<file path="config.mk">
export PLATFORM = sky130hd
export DESIGN_NAME = cache_plru_memory
export DESIGN_NICKNAME = d
export VERILOG_FILES = /design/src/rtl/cache_plru_memory.sv
export SDC_FILE = /design/constraint.sdc
export NUM_CORES = 1
export LEC_CHECK = 0
export ABC_AREA = 1
export BUFFER_PORTS_ARGS = -buffer_cell sky130_fd_sc_hd__buf_2
export CORE_AREA = 2 2 74 76
export CTS_BUF_LIST = sky130_fd_sc_hd__clkbuf_16
export DETAILED_ROUTE_END_ITERATION = 10
export DIE_AREA = 0 0 76 78
export GPL_ROUTABILITY_DRIVEN = 0
export GPL_TIMING_DRIVEN = 0
export REMOVE_ABC_BUFFERS = 1
export SLEW_MARGIN = 20
export SYNTH_ARGS = -nofsm -noshare
export SYNTH_HDL_FRONTEND = slang
export SYNTH_SLANG_ARGS = --single-unit
</file>
<file path="constraint.sdc">
create_clock -name clk -period 1.6 [get_ports clk]
set_input_delay 0.08 -clock clk [delete_from_list [all_inputs] [get_ports clk]]
set_output_delay 0.08 -clock clk [all_outputs]
set_load 0.01 [all_outputs]
</file>
<file path="src/rtl/cache_plru_memory.sv">
// Tree pseudo-LRU replacement store: one (WAYS-1)-bit heap-ordered tree per set, victim lookup and touch update.
// Latency: victim_valid/victim_way registered 1 cycle after an accepted lookup; a same-set touch is forwarded (write-first).
// Backpressure: none on lookup/touch; both are dropped while busy (reset or flush sweep zeroing one set per cycle).
//
// Ports:
//   clk, rst_n                  - clock, asynchronous active-low reset
//   flush / busy                - start a clear sweep / sweep in progress
//   lookup_valid, lookup_index  - request the victim of a set
//   victim_valid, victim_way    - registered victim result
//   touch_valid, touch_index,
//   touch_way                   - record an access (hit or fill) to a way of a set
module cache_plru_memory #(
    parameter  int WAYS  = 4,
    parameter  int SETS  = 8,
    localparam int IDX_W = $clog2(SETS),
    localparam int WAY_W = $clog2(WAYS)
) (
    input  logic             clk,
    input  logic             rst_n,
    input  logic             flush,
    output logic             busy,
    input  logic             lookup_valid,
    input  logic [IDX_W-1:0] lookup_index,
    output logic             victim_valid,
    output logic [WAY_W-1:0] victim_way,
    input  logic             touch_valid,
    input  logic [IDX_W-1:0] touch_index,
    input  logic [WAY_W-1:0] touch_way
);

    typedef enum logic {S_IDLE, S_CLEAR} state_e;

    state_e           state_q, state_d;
    logic [IDX_W-1:0] clr_cnt_q, clr_cnt_d;
    logic             busy_q, busy_d;
    logic             victim_valid_q, victim_valid_d;
    logic [WAY_W-1:0] victim_way_q, victim_way_d;

    // Replacement bits are deliberately not reset; the sweep zeroes them.
    logic [WAYS-2:0]  plru_q [SETS];

    logic             lkp_acc, tch_acc;
    logic [WAYS-2:0]  tch_bits, lkp_bits;
    logic             wr_en;
    logic [IDX_W-1:0] wr_idx;
    logic [WAYS-2:0]  wr_dat;

    // Every node on the path of 'way' is pointed away from it.
    function automatic logic [WAYS-2:0] plru_touch(input logic [WAYS-2:0] bits,
                                                    input logic [WAY_W-1:0] way);
        logic [WAYS-2:0] r;
        int              n;
        logic            dir;
        r = bits;
        n = 0;
        for (int l = 0; l < WAY_W; l++) begin
            dir  = way[WAY_W-1-l];
            r[n] = ~dir;
            n    = 2 * n + 1 + int'(dir);
        end
        return r;
    endfunction

    // Walk from the root: 0 goes left, 1 goes right; the path bits are the way number.
    function automatic logic [WAY_W-1:0] plru_victim(input logic [WAYS-2:0] bits);
        logic [WAY_W-1:0] v;
        int               n;
        logic             b;
        v = '0;
        n = 0;
        for (int l = 0; l < WAY_W; l++) begin
            b              = bits[n];
            v[WAY_W-1-l]   = b;
            n              = 2 * n + 1 + int'(b);
        end
        return v;
    endfunction

    always_comb begin
        state_d   = state_q;
        clr_cnt_d = clr_cnt_q;
        case (state_q)
            S_IDLE: begin
                if (flush) begin
                    state_d   = S_CLEAR;
                    clr_cnt_d = '0;
                end
            end
            S_CLEAR: begin
                if (flush) begin
                    clr_cnt_d = '0;
                end else if (clr_cnt_q == IDX_W'(SETS - 1)) begin
                    state_d   = S_IDLE;
                    clr_cnt_d = '0;
                end else begin
                    clr_cnt_d = clr_cnt_q + 1'b1;
                end
            end
            default: begin
                state_d   = S_CLEAR;
                clr_cnt_d = '0;
            end
        endcase
        busy_d = (state_d == S_CLEAR);
    end

    always_comb begin
        lkp_acc  = lookup_valid && !busy_q;
        tch_acc  = touch_valid && !busy_q;
        tch_bits = plru_touch(plru_q[touch_index], touch_way);
        // Same-set touch in the same cycle: the lookup sees the updated tree.
        lkp_bits = (tch_acc && (touch_index == lookup_index)) ? tch_bits : plru_q[lookup_index];

        victim_valid_d = lkp_acc;
        victim_way_d   = lkp_acc ? plru_victim(lkp_bits) : victim_way_q;

        wr_en  = busy_q || tch_acc;
        wr_idx = busy_q ? clr_cnt_q : touch_index;
        wr_dat = busy_q ? '0 : tch_bits;
    end

    always_ff @(posedge clk or negedge rst_n) begin
        if (!rst_n) begin
            state_q        <= S_CLEAR;
            clr_cnt_q      <= '0;
            busy_q         <= 1'b1;
            victim_valid_q <= 1'b0;
            victim_way_q   <= '0;
        end else begin
            state_q        <= state_d;
            clr_cnt_q      <= clr_cnt_d;
            busy_q         <= busy_d;
            victim_valid_q <= victim_valid_d;
            victim_way_q   <= victim_way_d;
        end
    end

    always_ff @(posedge clk) begin
        if (wr_en) begin
            plru_q[wr_idx] <= wr_dat;
        end
    end

    assign busy         = busy_q;
    assign victim_valid = victim_valid_q;
    assign victim_way   = victim_way_q;

endmodule

</file>
==> impl_metrics.tcl, run 1 <==
set metrics [dict create \
    status "completed" \
    reg2reg_depth 6 \
    dp_slack_ps -490 \
    cts.sinks 31 \
    r2r-end "plru_q[5][2]" \
    drt-wirelength-per-cell_um 13.3 \
    fin_cells 301 \
    antennaDiodeCount 0 \
    coreArea_sq_um 5040 \
    first_iter_violations 95 \
    htree_levels 2 \
    grt_usage_pct 14.5 \
    ios 17 \
    dp.cells 291 \
    r2r_slack_ps 60 \
    ant_nets 0 \
    grt-ovfl-total 0 \
    vias 1430 \
    required_ps 1580 \
    hold_violations 0 \
    dieArea_sq_um 5930 \
    peakVddDrop_mv 0.444 \
    cts_buffer_depth 2 \
    viasPerCell 4.75 \
    synthToLayoutAreaGrowth_pct 22.9 \
    layout_commonest_cell "nand2_1" \
    dieWidth_um 76 \
    tightest_slew_ps 518 \
    grt_pass1_wl_um 6510 \
    holdWs_ps 106 \
    design_area_sq_um 2150 \
    tritoncts "built" \
    wirelength_um 4000 \
    root_buffer "clkbuf_16" \
    yosysWarnings 0 \
    min-delay-path-class "in -> reg" \
    final_max_slew_viol_count 0 \
    finalCriticalPeriod_ps 1540 \
    place.detailed.hpwl_um 2860 \
    min_path_cells 3 \
    start_kind "flip-flop" \
    worstSkewPairLatency_ps 280 \
    final_cell_mix "nand2_1 (58), inv_1 (43), nand3_1 (27)" \
    syn_area_per_cell_sq_um 8.30 \
    rows 26 \
    nNetsFinal 246 \
    finalCritPeriodShare_pct 96.4 \
    worstPathArrival_ps 1520 \
    r2r-start "busy" \
    clkTransAtPathRegs_ps 50 \
    power.density_nw_per_um2 1030 \
    fill_cells 510 \
    drive_gt1_share_pct 20.8 \
    die_y_um 78 \
    ys_ff_latch 31 \
    worst_slack_ps 57.8 \
    grt_pass1_vias 1357 \
    hp-start "lookup_valid" \
    start_util_pct 34.7 \
    critPathCaptureType "flip-flop" \
    ys_types 25 \
    fin_worst_skew_ps 7.75 \
    setup_violations 0 \
    cts_made_buffers 5 \
    syn_area_sq_um 1750 \
    dr.pass1.iters 4 \
    crit_fanout 8 \
    yosysSeqAreaShare_pct 51.3 \
    fmax_ghz 0.648 \
    cap_violations 0 \
    syn_inst 211 \
    antenna_found_initial 0 \
    slew_headroom_pct 65.4 \
    portBuffers 16 \
    utilization_pct 42.7 \
    path_class "reg -> reg" \
    drc_errors 0 \
    hold_end "victim_valid" \
    placed_area_sq_um 1860 \
    grt_max_degree 18 \
    total_leakage_power_uw 0.00100 \
]
-- through the flow --
stage / power (uW) / TNS, ps
floorplan: 1080 / 0
global placement: 1170 / -5820
detailed placement: 1170 / -7220
CTS: 2200 / -112
global route: 2310 / -42.8
finish: 2220 / 0
-- per-layer routing --
| layer | GRT usage [%] | wire length [um] | vias up |
|---|---|---|---|
| li1 | - | - | 717 |
| met3 | 3.84 | 169 | 6 |
| met2 | 25.0 | 2020 | 29 |
| met5 | 0 | 0 | - |
| met4 | 5.64 | 62 | 0 |
| met1 | 17.2 | 1750 | 678 |
-- power by group --
group	internal, uW	switching, uW	total [uW]
Sequential	909	14.6	924
Combinational	89.7	185	275
Clock	716	301	1020
-- final cells by class --
class / instances / area (sq um) / share of cell area, %
Clock buffer: 5 / 125 / 5.82
Sequential cell: 31 / 897 / 41.7
Inverter: 45 / 169 / 7.85
Multi-Input combinational cell: 129 / 733 / 34.1
Timing Repair Buffer: 19 / 105 / 4.89
Clock inverter: 2 / 33.8 / 1.57
Tap cell: 70 / 87.6 / 4.07
-- critical path, stage by stage, from the launching register on --
cell,delay [ps]
dfstp_2,600
nand2_1,60
inv_1,130
a21oi_4,60
inv_1,70
nand2_2,150
nor2_4,180
-- cells by family (layout without fill, tap and decap cells) --
kind of cell	count (synthesis)	count (layout)	synth area share (%)
and+or+nand+nor	108	108	28.2
buffers and inverters	51	71	12.9
DFF	31	31	51.3
AOI/OAI and AO/OA	19	19	6.22
adders and majority gates	2	2	1.43
-- registers in the layout, summed over array words and instances (netlist names) --
register      count
busy              1
victim_valid      1
plru_q           24
clr_cnt_q         3
victim_way        2
-- synthesized netlist by cell type --
| cell type | instances | area [sq um] |
|---|---|---|
| dfstp_2 | 1 | 26.3 |
| nand2_2 | 1 | 6.26 |
| nor2_4 | 1 | 11.3 |
| o21ai_0 | 6 | 30.0 |
| nor2_1 | 10 | 37.5 |
| o22ai_1 | 1 | 6.26 |
| nand2_1 | 60 | 225 |
| inv_1 | 42 | 158 |
| nand3_2 | 1 | 10.0 |
| nand3_1 | 27 | 135 |
| buf_2 | 3 | 15.0 |
| edfxtp_1 | 24 | 721 |
| o21ai_1 | 3 | 15.0 |
| dfrtp_1 | 6 | 150 |
| buf_6 | 2 | 22.5 |
| buf_12 | 1 | 20.0 |
| a21oi_1 | 4 | 20.0 |
| nor4_4 | 1 | 21.3 |
| nor3_1 | 1 | 5.00 |
| ha_1 | 2 | 25.0 |
| o211ai_1 | 5 | 37.5 |
| nand4_1 | 3 | 18.8 |
| inv_2 | 3 | 11.3 |
| nor3_2 | 1 | 10.0 |
| or2_2 | 2 | 12.5 |
-- repair_timing --
item                                    4_1_cts  5_1_grt
hold endpoints to repair                      8        0
resized for setup                            10       17
hold buffers                                  2        0
buffers inserted                              1        0
endpoints found under the setup margin       40       24
pin swaps                                     0        2
-- worst max-delay path by stage --
stage	start	end	slack (ps)	cells after the start
CTS	busy	plru_q[6][1]	-20	4
finish	busy	plru_q[5][2]	60	6
global route	busy	plru_q[5][2]	-9	6
floorplan	busy	plru_q[2][0]	80	4
detailed placement	busy	plru_q[6][1]	-490	3
global placement	busy	plru_q[0][1]	-460	3
(Power assumes the default switching activity.)
==> inputs of run 2 (changes only) <==
==> constraint.sdc (replaced) <==
create_clock -name clk -period 1.6 [get_ports clk]
set_input_delay 0.48 -clock clk [delete_from_list [all_inputs] [get_ports clk]]
set_output_delay 0.48 -clock clk [all_outputs]
set_load 0.01 [all_outputs]
==> impl_metrics.tcl, run 2 (synthesis gave the netlist of run 1 again) <==
set metrics [dict create \
    place.detailed.hpwl_um 2860 \
    worstPathArrival_ps 1100 \
    total_leakage_power_uw 0.00102 \
    grt-ovfl-total 0 \
    ios 17 \
    dp_slack_ps -630 \
    grt_pass1_vias 1390 \
    coreArea_sq_um 5040 \
    cap_violations 0 \
    wl_met3_um 146 \
    final_max_slew_viol_count 0 \
    path_class "reg -> out" \
    slew_headroom_pct 75.7 \
    tritoncts "built" \
    hold_violations 0 \
    clkTransAtPathRegs_ps 50 \
    vias 1405 \
    dieArea_sq_um 5930 \
    viasPerCell 4.64 \
    nNetsFinal 248 \
    largest_register_ffs 24 \
    layout_commonest_cell "nand2_1" \
    dr.pass1.iters 4 \
    root_buffer "clkbuf_16" \
    power.density_nw_per_um2 1020 \
    tightest_slew_ps 360 \
    hold_buffers 0 \
    wirelength_um 4070 \
    cts_made_buffers 5 \
    crit_fanout 7 \
    antennaDiodeCount 0 \
    reg2reg_depth 4 \
    fmax_ghz 0.632 \
    synthToLayoutAreaGrowth_pct 22.9 \
    grt_pass1_wl_um 6730 \
    finalCriticalPeriod_ps 1580 \
    critPathCaptureType "output pin" \
    drive_gt1_share_pct 21.9 \
    cts.sinks 31 \
    die_y_um 78 \
    fin_worst_skew_ps 6.88 \
    drt-wirelength-per-cell_um 13.4 \
    antenna_found_initial 0 \
    setup_violations 0 \
    tns_ps 0 \
    r2r-end "plru_q[1][1]" \
    route.met2.wl_um 2000 \
    dieWidth_um 76 \
    r2r-start "busy" \
    start_util_pct 34.7 \
    min-delay-path-class "in -> async" \
    final_cell_mix "nand2_1 (59), inv_1 (42), nand3_1 (26)" \
    wl_met1_um 1840 \
    grt_max_degree 18 \
    finalCritPeriodShare_pct 98.9 \
    rows 26 \
    cts_buffer_depth 2 \
    worst_slack_ps 17.4 \
    required_ps 1120 \
    portBuffers 16 \
    highest_layer "met4" \
    htree_levels 2 \
    grt_setup_unrepaired "yes" \
    top_register "plru_q" \
    ant_nets 0 \
    utilization_pct 42.7 \
    status "completed" \
    start_kind "flip-flop" \
    first_iter_violations 91 \
    drc_errors 0 \
    peakVddDrop_mv 0.443 \
    grt_usage_pct 14.9 \
    r2r_slack_ps 20 \
    worstSkewPairLatency_ps 270 \
]
-- run 2: cell count changes in the layout (fill, tap and decap cells not counted), moves of 2 or more --
cell,before,now
dlygate4sd3_1,2,0
buf_4,0,5
buf_2,17,13
nor2_4,10,6
nor2_2,0,2
buf_6,0,2
nor2_1,1,3
-- run 2: stage by stage --
step / area (sq um) / hold slack (ps) / power, uW / cells
floorplan: 1690 / 184 / 1080 / 205
global placement: 1860 / 321 / 1170 / 291
detailed placement: 1860 / 324 / 1170 / 291
CTS: 2110 / 37.8 / 2220 / 301
global route: 2150 / 43.9 / 2300 / 303
finish: 2150 / 36.2 / 2200 / 303
-- run 2: repair_timing --
| action | CTS | global route |
|---|---|---|
| gates cloned | 0 | 0 |
| hold endpoints to repair | 0 | 0 |
| resized for setup | 19 | 7 |
| setup buffers | 3 | 2 |
| endpoints found under the setup margin | 40 | 43 |
| pin swaps | 1 | 2 |
-- run 2: cell type report --
class,count,area [sq um]
clock buffers,5,125
well taps,70,87.6
multi-input cells,129,706
inverters,45,169
repair buffers,21,133
flip-flops and latches,31,897
clock inverters,2,33.8
fillers,509,2890
-- run 2: per-layer routing --
layer  vias up  track usage [%]
met5         -                0
met4         0             6.00
met3         5             3.84
met2        25             25.7
met1       655             17.8
li1        720                -
-- run 2: power breakdown --
group          internal [uW]  switching [uW]
sequential               910            14.8
clock                    716             297
combinational           85.5             177
total                   1710             489
-- run 2: worst max path at each step --
| stage | start | endpoint |
|---|---|---|
| floorplan | busy | plru_q[2][0] |
| global route | busy | plru_q[1][1] |
| global placement | touch_way[1] | plru_q[0][1] |
| finish | busy | busy |
| CTS | busy | busy |
| detailed placement | touch_way[1] | plru_q[6][1] |
-- run 2: worst max-delay path, cell delays in order (launching register included) --
cell and delay (ps):
dfstp_2 600, buf_6 140, buf_6 100
==> inputs of run 3 (changes only) <==
--- a/config.mk
+++ b/config.mk
@@ -5,12 +5,11 @@
 export SDC_FILE = /design/constraint.sdc
 export NUM_CORES = 1
 export LEC_CHECK = 0
-export ABC_AREA = 1
 export BUFFER_PORTS_ARGS = -buffer_cell sky130_fd_sc_hd__buf_2
-export CORE_AREA = 2 2 74 76
+export CORE_AREA = 2 2 71 73
 export CTS_BUF_LIST = sky130_fd_sc_hd__clkbuf_16
 export DETAILED_ROUTE_END_ITERATION = 10
-export DIE_AREA = 0 0 76 78
+export DIE_AREA = 0 0 73 75
 export GPL_ROUTABILITY_DRIVEN = 0
 export GPL_TIMING_DRIVEN = 0
 export REMOVE_ABC_BUFFERS = 1
==> impl_metrics.tcl, run 3 <==
set metrics [dict create \
    synth.most_common_cell "edfxtp_1" \
    die_y_um 75 \
    grt_usage_pct 12.8 \
    syn_inst 116 \
    dr.pass1.iters 4 \
    status "completed" \
    total_leakage_power_uw 0.000788 \
    drive_gt1_share_pct 41.7 \
    synthFlopType "edfxtp_1" \
    hold_buffers 0 \
    clkTransAtPathRegs_ps 50 \
    syn_area_sq_um 1610 \
    synth_top_area_share_pct 44.9 \
    wirelength_um 3200 \
    r2r-end "plru_q[4][1]" \
    route.met2.wl_um 1620 \
    grt_pass1_wl_um 4950 \
    cts.sinks 31 \
    synthToLayoutAreaGrowth_pct 26.9 \
    htree_levels 2 \
    wl_met1_um 1360 \
    ant_nets 0 \
    coreArea_sq_um 4660 \
    grt_max_degree 14 \
    highest_layer "met4" \
    yosysTopAreaCell "edfxtp_1" \
    final_max_slew_viol_count 0 \
    r2r-start "plru_q[6][1]" \
    drc_errors 0 \
    antenna_found_initial 0 \
    rows 25 \
    worstSkewPairLatency_ps 270 \
    path_class "in -> reg" \
    antennaDiodeCount 0 \
    reg2reg_depth 4 \
    drt-wirelength-per-cell_um 16.6 \
    fin_worst_skew_ps 4.37 \
    nNetsFinal 153 \
    synth_edf_count 24 \
    synth_area_leaders "edfxtp_1 (45%), mux4_2 (11%), dfrtp_1 (9.4%)" \
    first_iter_violations 42 \
    crit_start "touch_index[1]" \
    tns_ps 0 \
    cts_buffer_depth 2 \
    ios 17 \
    hold_violations 0 \
    vias 1023 \
    yosysWarnings 0 \
    synth_commonest_cells "edfxtp_1 (24), nor2_1 (16), mux2i_1 (12)" \
    grt-ovfl-total 0 \
    required_ps 1660 \
    min-delay-path-class "in -> async" \
    ys_ff_latch 31 \
    start_kind "input port" \
    dp.cells 179 \
    ys_types 35 \
    portBuffers 16 \
    dieArea_sq_um 5480 \
    top_register "plru_q" \
    critPathCaptureType "flip-flop" \
    cts_made_buffers 5 \
    synth-async-reset-ratio_pct 22.6 \
    tightest_slew_ps 516 \
    setup_violations 0 \
    finalCriticalPeriod_ps 1590 \
    peakVddDrop_mv 0.434 \
    layout_commonest_cell "edfxtp_1" \
    placed_area_sq_um 1690 \
    viasPerCell 5.30 \
    design_area_sq_um 2040 \
    r2r_slack_ps 30 \
    wl_met3_um 144 \
    syn_area_per_cell_sq_um 13.8 \
    worstPathArrival_ps 1650 \
    final_cell_mix "edfxtp_1 (24), buf_2 (13), nor2_1 (10)" \
    yosysSeqAreaShare_pct 55.9 \
    slew_headroom_pct 65.5 \
    tritoncts "built" \
    grt_pass1_vias 1023 \
    fin_cells 193 \
    crit_fanout 8 \
    largest_register_ffs 24 \
    grt_setup_unrepaired "yes" \
    finalCritPeriodShare_pct 99.5 \
    start_util_pct 34.4 \
    fmax_ghz 0.628 \
    dieWidth_um 73 \
    cap_violations 0 \
    place.detailed.hpwl_um 2270 \
    root_buffer "clkbuf_16" \
    power.density_nw_per_um2 1110 \
]
[run 3: timing repair]
action | in CTS | in global routing
pin swaps | 2 | 6
setup buffers | 3 | 2
setup endpoints to repair | 39 | 42
resized for setup | 16 | 14
cloned | 0 | 1
[run 3: worst max path at each step]
stage,endpoint,cells after the start
finish,plru_q[4][1],5
global route,plru_q[6][1],4
CTS,plru_q[2][0],3
detailed placement,plru_q[4][2],5
global placement,plru_q[6][2],5
floorplan,plru_q[0][2],4
[run 3: area by class of cell]
type,count,area (sq um)
Fill cell,417,2620
Sequential cell,31,901
Multi-Input combinational cell,73,704
Timing Repair Buffer,22,181
Clock buffer,5,125
Tap cell,54,67.6
Clock inverter,3,38.8
Inverter,5,18.8
[run 3: worst max-delay path, cell delays in order]
cell	delay [ps]
buf_12	120
mux2i_2	140
mux4_2	460
and2_4	180
nor3_4	270
[run 3: metrics by stage]
step	hold WS [ps]	power (uW)	util [%]	setup slack [ps]
3_3_place_gp	314	1190	36.3	-951
3_5_place_dp	323	1190	36.3	-1120
2_1_floorplan	184	1100	-	-335
6_report	30.3	2260	43.7	7.62
5_1_grt	38.9	2350	43.7	-36.2
4_1_cts	30.9	2260	41.6	-71.3
[run 3: where the power goes]
part / switching (uW) / total (uW) / internal (uW)
registers: 30.3 / 950 / 920
clock network: 310 / 1030 / 723
logic: 139 / 280 / 141
[run 3: cells by family after synthesis]
| family | Yosys count | share of synthesized area [%] |
|---|---|---|
| compound gates | 14 | 6.16 |
| xor+xnor | 3 | 1.64 |
| fa+ha+maj | 2 | 1.56 |
| buf+inv | 12 | 5.07 |
| flops | 31 | 55.9 |
| mux | 21 | 19.4 |
| simple gates | 33 | 10.3 |
[run 3: per-layer routing]
metal	global-route usage [%]	vias to the layer above
li1	-	475
met1	14.8	509
met2	20.9	32
met3	3.21	7
met4	9.05	0
met5	0	-
